===== src/rtl/tdc_frame_packer_if.sv =====
// Byte stream from the frame packer to the UART serializer (valid/ready).
interface tdc_frame_packer_if;
  logic       out_valid;
  logic       out_ready;
  logic [7:0] out_data;

  modport master (output out_valid, output out_data, input out_ready);
  modport slave  (input out_valid, input out_data, output out_ready);
endinterface


===== src/rtl/tdc_frame_packer.sv =====
// Buffers TDC words in a small FIFO and emits framed bytes: A5, seq, data MSB-first.
// Define TDC_PACKER_CHECKSUM_EN to append an XOR checksum byte (seq ^ data bytes).
module tdc_frame_packer #(
  parameter int DATA_W     = 16,
  parameter int FIFO_DEPTH = 4
) (
  input  logic              clk,
  input  logic              rst_n,
  input  logic              meas_valid,
  input  logic [DATA_W-1:0] meas_data,
  tdc_frame_packer_if.master out_if,
  output logic              busy,
  output logic [7:0]        drop_count
);
  localparam int AW = $clog2(FIFO_DEPTH);
  localparam int NB = DATA_W / 8;
  localparam logic [2:0]  LAST = 3'(NB - 1);
  localparam logic [AW:0] FULL = (AW + 1)'(FIFO_DEPTH);

`ifdef TDC_PACKER_CHECKSUM_EN
  typedef enum logic [2:0] {IDLE, SYNC, SEQ, DATA, CSUM} state_t;
`else
  typedef enum logic [2:0] {IDLE, SYNC, SEQ, DATA} state_t;
`endif

  state_t            state_q;
  logic              out_valid_q;
  logic [7:0]        out_data_q;
  logic [7:0]        seq_q;
  logic [DATA_W-1:0] frame_q;
  logic [2:0]        idx_q;
`ifdef TDC_PACKER_CHECKSUM_EN
  logic [7:0]        csum_q;
`endif

  logic [DATA_W-1:0] mem_q [FIFO_DEPTH];
  logic [AW-1:0]     wptr_q, rptr_q;
  logic [AW:0]       cnt_q, cnt_d;
  logic [7:0]        drop_q;

  logic empty, full, xfer, last_w, fin, pop, wr;

  assign empty = (cnt_q == '0);
  assign full  = (cnt_q == FULL);
  assign xfer  = out_valid_q && out_if.out_ready;
`ifdef TDC_PACKER_CHECKSUM_EN
  assign last_w = (state_q == CSUM);
`else
  assign last_w = (state_q == DATA) && (idx_q == LAST);
`endif
  assign fin = xfer && last_w;
  // A pop frees a slot in the same cycle, so a write into a full FIFO still lands.
  assign pop = !empty && ((state_q == IDLE) || fin);
  assign wr  = meas_valid && (!full || pop);

  always_comb begin
    cnt_d = cnt_q;
    case ({wr, pop})
      2'b10:   cnt_d = cnt_q + 1'b1;
      2'b01:   cnt_d = cnt_q - 1'b1;
      default: cnt_d = cnt_q;
    endcase
  end

  always_ff @(posedge clk) begin
    if (wr) mem_q[wptr_q] <= meas_data;
  end

  always_ff @(posedge clk) begin
    if (!rst_n) begin
      wptr_q <= '0;
      rptr_q <= '0;
      cnt_q  <= '0;
      drop_q <= '0;
    end else begin
      cnt_q <= cnt_d;
      if (wr)  wptr_q <= wptr_q + 1'b1;
      if (pop) rptr_q <= rptr_q + 1'b1;
      if (meas_valid && !wr && drop_q != 8'hFF) drop_q <= drop_q + 8'd1;
    end
  end

  always_ff @(posedge clk) begin
    if (!rst_n) begin
      state_q     <= IDLE;
      out_valid_q <= 1'b0;
      out_data_q  <= 8'h00;
      seq_q       <= 8'h00;
      frame_q     <= '0;
      idx_q       <= '0;
`ifdef TDC_PACKER_CHECKSUM_EN
      csum_q      <= 8'h00;
`endif
    end else begin
      case (state_q)
        IDLE: if (pop) begin
          frame_q     <= mem_q[rptr_q];
          out_data_q  <= 8'hA5;
          out_valid_q <= 1'b1;
          state_q     <= SYNC;
        end
        SYNC: if (xfer) begin
          out_data_q <= seq_q;
`ifdef TDC_PACKER_CHECKSUM_EN
          csum_q     <= seq_q;
`endif
          state_q    <= SEQ;
        end
        SEQ: if (xfer) begin
          out_data_q <= frame_q[DATA_W-1 -: 8];
`ifdef TDC_PACKER_CHECKSUM_EN
          csum_q     <= csum_q ^ frame_q[DATA_W-1 -: 8];
`endif
          frame_q    <= frame_q << 8;
          idx_q      <= '0;
          state_q    <= DATA;
        end
        DATA: if (xfer) begin
          if (idx_q != LAST) begin
            out_data_q <= frame_q[DATA_W-1 -: 8];
`ifdef TDC_PACKER_CHECKSUM_EN
            csum_q     <= csum_q ^ frame_q[DATA_W-1 -: 8];
`endif
            frame_q    <= frame_q << 8;
            idx_q      <= idx_q + 3'd1;
          end else begin
`ifdef TDC_PACKER_CHECKSUM_EN
            out_data_q <= csum_q;
            state_q    <= CSUM;
`endif
          end
        end
`ifdef TDC_PACKER_CHECKSUM_EN
        CSUM: ;
`endif
        default: state_q <= IDLE;
      endcase
      // Frame end overrides the case: chain straight into the next frame if one is queued.
      if (fin) begin
        seq_q <= seq_q + 8'd1;
        if (pop) begin
          frame_q    <= mem_q[rptr_q];
          out_data_q <= 8'hA5;
          state_q    <= SYNC;
        end else begin
          out_valid_q <= 1'b0;
          state_q     <= IDLE;
        end
      end
    end
  end

  assign out_if.out_valid = out_valid_q;
  assign out_if.out_data  = out_data_q;
  assign busy             = (state_q != IDLE);
  assign drop_count       = drop_q;
endmodule


===== src/flat_wrapper.sv =====
// flat-port wrapper written by rule: the top's interface ports become plain ports
module tdc_frame_packer_flat 
#(
  parameter int DATA_W     = 16,
  parameter int FIFO_DEPTH = 4
)
  (clk, rst_n, meas_valid, meas_data, busy, drop_count, out_if_out_valid, out_if_out_data, out_if_out_ready);
  tdc_frame_packer_if out_if_i ();
  input  logic clk;
  input  logic rst_n;
  input  logic meas_valid;
  input  logic [DATA_W-1:0] meas_data;
  output logic busy;
  output logic [7:0] drop_count;
  output wire logic [$bits(out_if_i.out_valid)-1:0] out_if_out_valid;
  output wire logic [$bits(out_if_i.out_data)-1:0] out_if_out_data;
  input wire logic [$bits(out_if_i.out_ready)-1:0] out_if_out_ready;
  assign out_if_out_valid = out_if_i.out_valid;
  assign out_if_out_data = out_if_i.out_data;
  assign out_if_i.out_ready = out_if_out_ready;
  tdc_frame_packer #(.DATA_W(DATA_W), .FIFO_DEPTH(FIFO_DEPTH)) u_core (.clk(clk), .rst_n(rst_n), .meas_valid(meas_valid), .meas_data(meas_data), .out_if(out_if_i), .busy(busy), .drop_count(drop_count));
endmodule

===== config.mk =====
export PLATFORM = sky130hd
export DESIGN_NAME = tdc_frame_packer_flat
export DESIGN_NICKNAME = d
export VERILOG_FILES = /design/src/rtl/tdc_frame_packer_if.sv /design/src/rtl/tdc_frame_packer.sv /design/src/flat_wrapper.sv
export SDC_FILE = /design/constraint.sdc
export NUM_CORES = 1
export LEC_CHECK = 0
export BUFFER_PORTS_ARGS = -buffer_cell sky130_fd_sc_hd__clkbuf_2
export CORE_MARGIN = 2
export CORE_UTILIZATION = 40
export DETAILED_ROUTE_END_ITERATION = 10
export PLACE_DENSITY = 0.61
export SLEW_MARGIN = 10
export SYNTH_ARGS = -nofsm -noshare
export SYNTH_HDL_FRONTEND = slang
export SYNTH_SLANG_ARGS = --single-unit

===== constraint.sdc =====
create_clock -name clk -period 3.7 [get_ports clk]
set_input_delay 0.555 -clock clk [delete_from_list [all_inputs] [get_ports clk]]
set_output_delay 0.555 -clock clk [all_outputs]
set_load 0.05 [all_outputs]

==> impl_metrics.ini <==
[power]
leakage_nw = 2.105
vdd_drop_max_uv = 607.6
power_density_mw_per_mm2 = 737.9

[floorplan]
core_area_mm2 = 0.01252
start_util_pct = 40.70
die-height_um = 116.9
die_w_um = 116.9
die_area_mm2 = 0.01366
io_pins = 38
rows = 41

[route]
viasPerCell = 5.498
routed-wl-met2_um = 5064
drt-initial-drc-count = 299
wl_um = 10530
m1WireLength_um = 4943
antenna_left = 0
routedWlPerCell_um = 16.74
highest_layer = met4
num_vias = 3458
dr.pass1.iters = 5
dr_wl_met3_um = 413
drcViolationCount = 0

[clocking]
clk_latency_ns = 0.41
post_cts.repair.setup_buffers = 0
numCtsBuffers = 17
clk_pin_slew_worst_paths_ns = 0.06
root_buffer = clkbuf_16
h-tree-depth = 4
cts.hold.buffers_added = 0
cts_buffer_depth = 2
cts.sinks = 119
tritoncts = built
cts_resized = 0

[critical_path]
crit_chain = ha_1 > and3b_1 > a21oi_1 > a21boi_1 > buf_4 > inv_1 > ha_1 > fa_1 > xnor2_1 > or3_1 > a21oi_1
required_ns = 4.02
worstPathMaxFanout = 12
arrival_ns = 3.43
end_kind = flip-flop
max_stage_delay_ns = 0.44
cp-start-kind = flip-flop
worstSetupPathType = reg2reg
worst_path_max_delay_cell = and3b_1

[sta]
finalHoldViolCount = 0
slew_headroom_pct = 27.91
skew_ns = 0.02067
finalCriticalPeriod_ns = 3.106
max_freq_mhz = 321.9
timing.final.crit_share_pct = 83.96
rsz0062_at_grt = no
slew_viol_final = 0
finalSetupViolCount = 0
fin_setup_tns_ns = 0
worst_slew_pin_slew_ns = 1.080

[logic_synthesis]
ys_warn_count = 0
synth_top_area_share_pct = 37.72
synth-seq-cells = 119
yosysSeqAreaShare_pct = 59.33
synthesis.nets = 440
async_flop_share_pct = 0
syn_inst = 404
syn-cell-area_mm2 = 0.005095
yosys.area.top_type = edfxtp_1
ys_top_cells_by_area = edfxtp_1 (38%), dfxtp_1 (22%), mux4_2 (7.1%)
avgSynthCellArea_um2 = 12.61
ys.flop_type = edfxtp_1
synth-edff-count = 64
synth_cell_types = 54

[layout]
nets = 481
syn_to_final_growth_pct = 17.68
drive_above_1_share_pct = 20.57
antenna_cells = 0
finish.utilization_pct = 47.90

[job]
drv_cap = 0

[worst_hold_path]
hold_path_class = in2reg

[grt]
grt_pass1_vias = 3433
antenna_found_initial = 0
overflow = 0
grt_start_max_net_pins = 30
grt_usage_pct = 16.84
grt_pass1_wl_um = 17420

[outcome]
outcome = complete, no violations

[placed_design]
gp_congestion = 0.8068
dpl.hpwl_um = 6866
port_buffers = 37
[worst max-delay path: cells and delay by family (launching register included)]
family                     cells  cell delay [ns]
buffers and inverters          2             0.22
DFF                            1             0.40
xor gates and xnor gates       1             0.15
AOI/OAI and AO/OA              3             0.51
and+or+nand+nor                2             0.74
adders and majority gates      3             1.00
[per-layer routing]
layer | vias to the layer above | global-route usage [%]
met5 | - | 0
met4 | 0 | 5.176
met3 | 13 | 4.583
met2 | 75 | 27.17
met1 | 1731 | 22.36
li1 | 1639 | -
[cell families (layout without fill, tap and decap cells)]
family / after synthesis / in the layout / share of synthesized area (%)
AOI/OAI and AO/OA: 97 / 97 / 12.72
xor gates and xnor gates: 8 / 8 / 1.375
adders and majority gates: 16 / 16 / 4.077
buffers and inverters: 36 / 89 / 3.094
DFF: 119 / 119 / 59.33
muxes: 22 / 22 / 8.252
and+or+nand+nor: 106 / 106 / 11.15
[path summary, 6_finish.rpt]
path	start	end	slack, ns	depth (start not counted)
max	u_core.state_q[1]	u_core.cnt_q[2]	0.59	11
min	meas_data[4]	u_core.mem_q[3][4]	0.36	1
max reg2reg	u_core.state_q[1]	u_core.cnt_q[2]	0.59	11
min reg2reg	u_core.frame_q[2]	u_core.frame_q[10]	0.45	2
[registers in the layout (all words and copies together), names as in the netlist, named ones only]
signal and count:
u_core.frame_q 16, u_core.seq_q 8, u_core.out_if.out_data 8, u_core.rptr_q 2, u_core.mem_q 64, u_core.cnt_q 3
u_core.idx_q 3, u_core.out_if.out_valid 1, u_core.drop_count 8, u_core.wptr_q 2, u_core.state_q 2
[where the power goes]
part           internal [mW]  total, mW  switching (mW)
combinational          0.451       1.19           0.736
clock                  0.923       1.52           0.599
sequential              1.58       1.71           0.134
total                   2.96       4.42            1.47
[per-stage QoR]
| stage | hold slack (ns) | cell area (um^2) | instances | setup slack [ns] | power, mW |
|---|---|---|---|---|---|
| after floorplan | 0.4262 | 5095 | 404 | 0.7992 | 2.604 |
| after global placement | 0.4373 | 5443 | 598 | 0.7790 | 2.888 |
| after detailed placement | 0.4421 | 5443 | 598 | 0.6535 | 2.917 |
| after CTS | 0.3485 | 5996 | 629 | 0.6218 | 4.453 |
| after global routing | 0.3638 | 5996 | 629 | 0.3557 | 4.663 |
| final | 0.3578 | 5996 | 629 | 0.5936 | 4.424 |
[Yosys cell counts, drive strengths merged (2+ instances only)]
library cell,instances
edfxtp,64
dfxtp,55
nand2,30
a21oi,25
o21ai,18
nor2,17
mux4,16
ha,15
inv,14
clkbuf,13
a21boi,9
and3,9
buf,9
or4,9
a32oi,8
o21a,8
nand3,7
or3,7
mux2i,6
o31ai,6
xnor2,6
and2,5
nor3,5
a222oi,4
nand4,4
a22oi,3
a31oi,3
nor4,3
a2bb2oi,2
nand2b,2
nor3b,2
o2111ai,2
o211ai,2
xor2,2
[cells in the final DEF (no fill, tap or decap), types with 9 or more instances in the layout]
cell       count
clkbuf_16     17
a21oi_1       25
inv_1         14
and3_1         9
or4_1          9
edfxtp_1      64
clkbuf_2      37
nor2_1        17
ha_1          15
nand2_1       30
mux4_2        16
dfxtp_1       55
o21ai_0       18
[area by class of cell]
cell class	count	area (um^2)
fillers	1157	6521
flip-flops and latches	119	3023
multi-input cells	249	1914
clock buffers	17	425.4
repair buffers	44	237.7
well taps	172	215.2
clock inverters	14	127.6
inverters	14	52.55
Note: power is estimated with default switching activity, not from simulation.
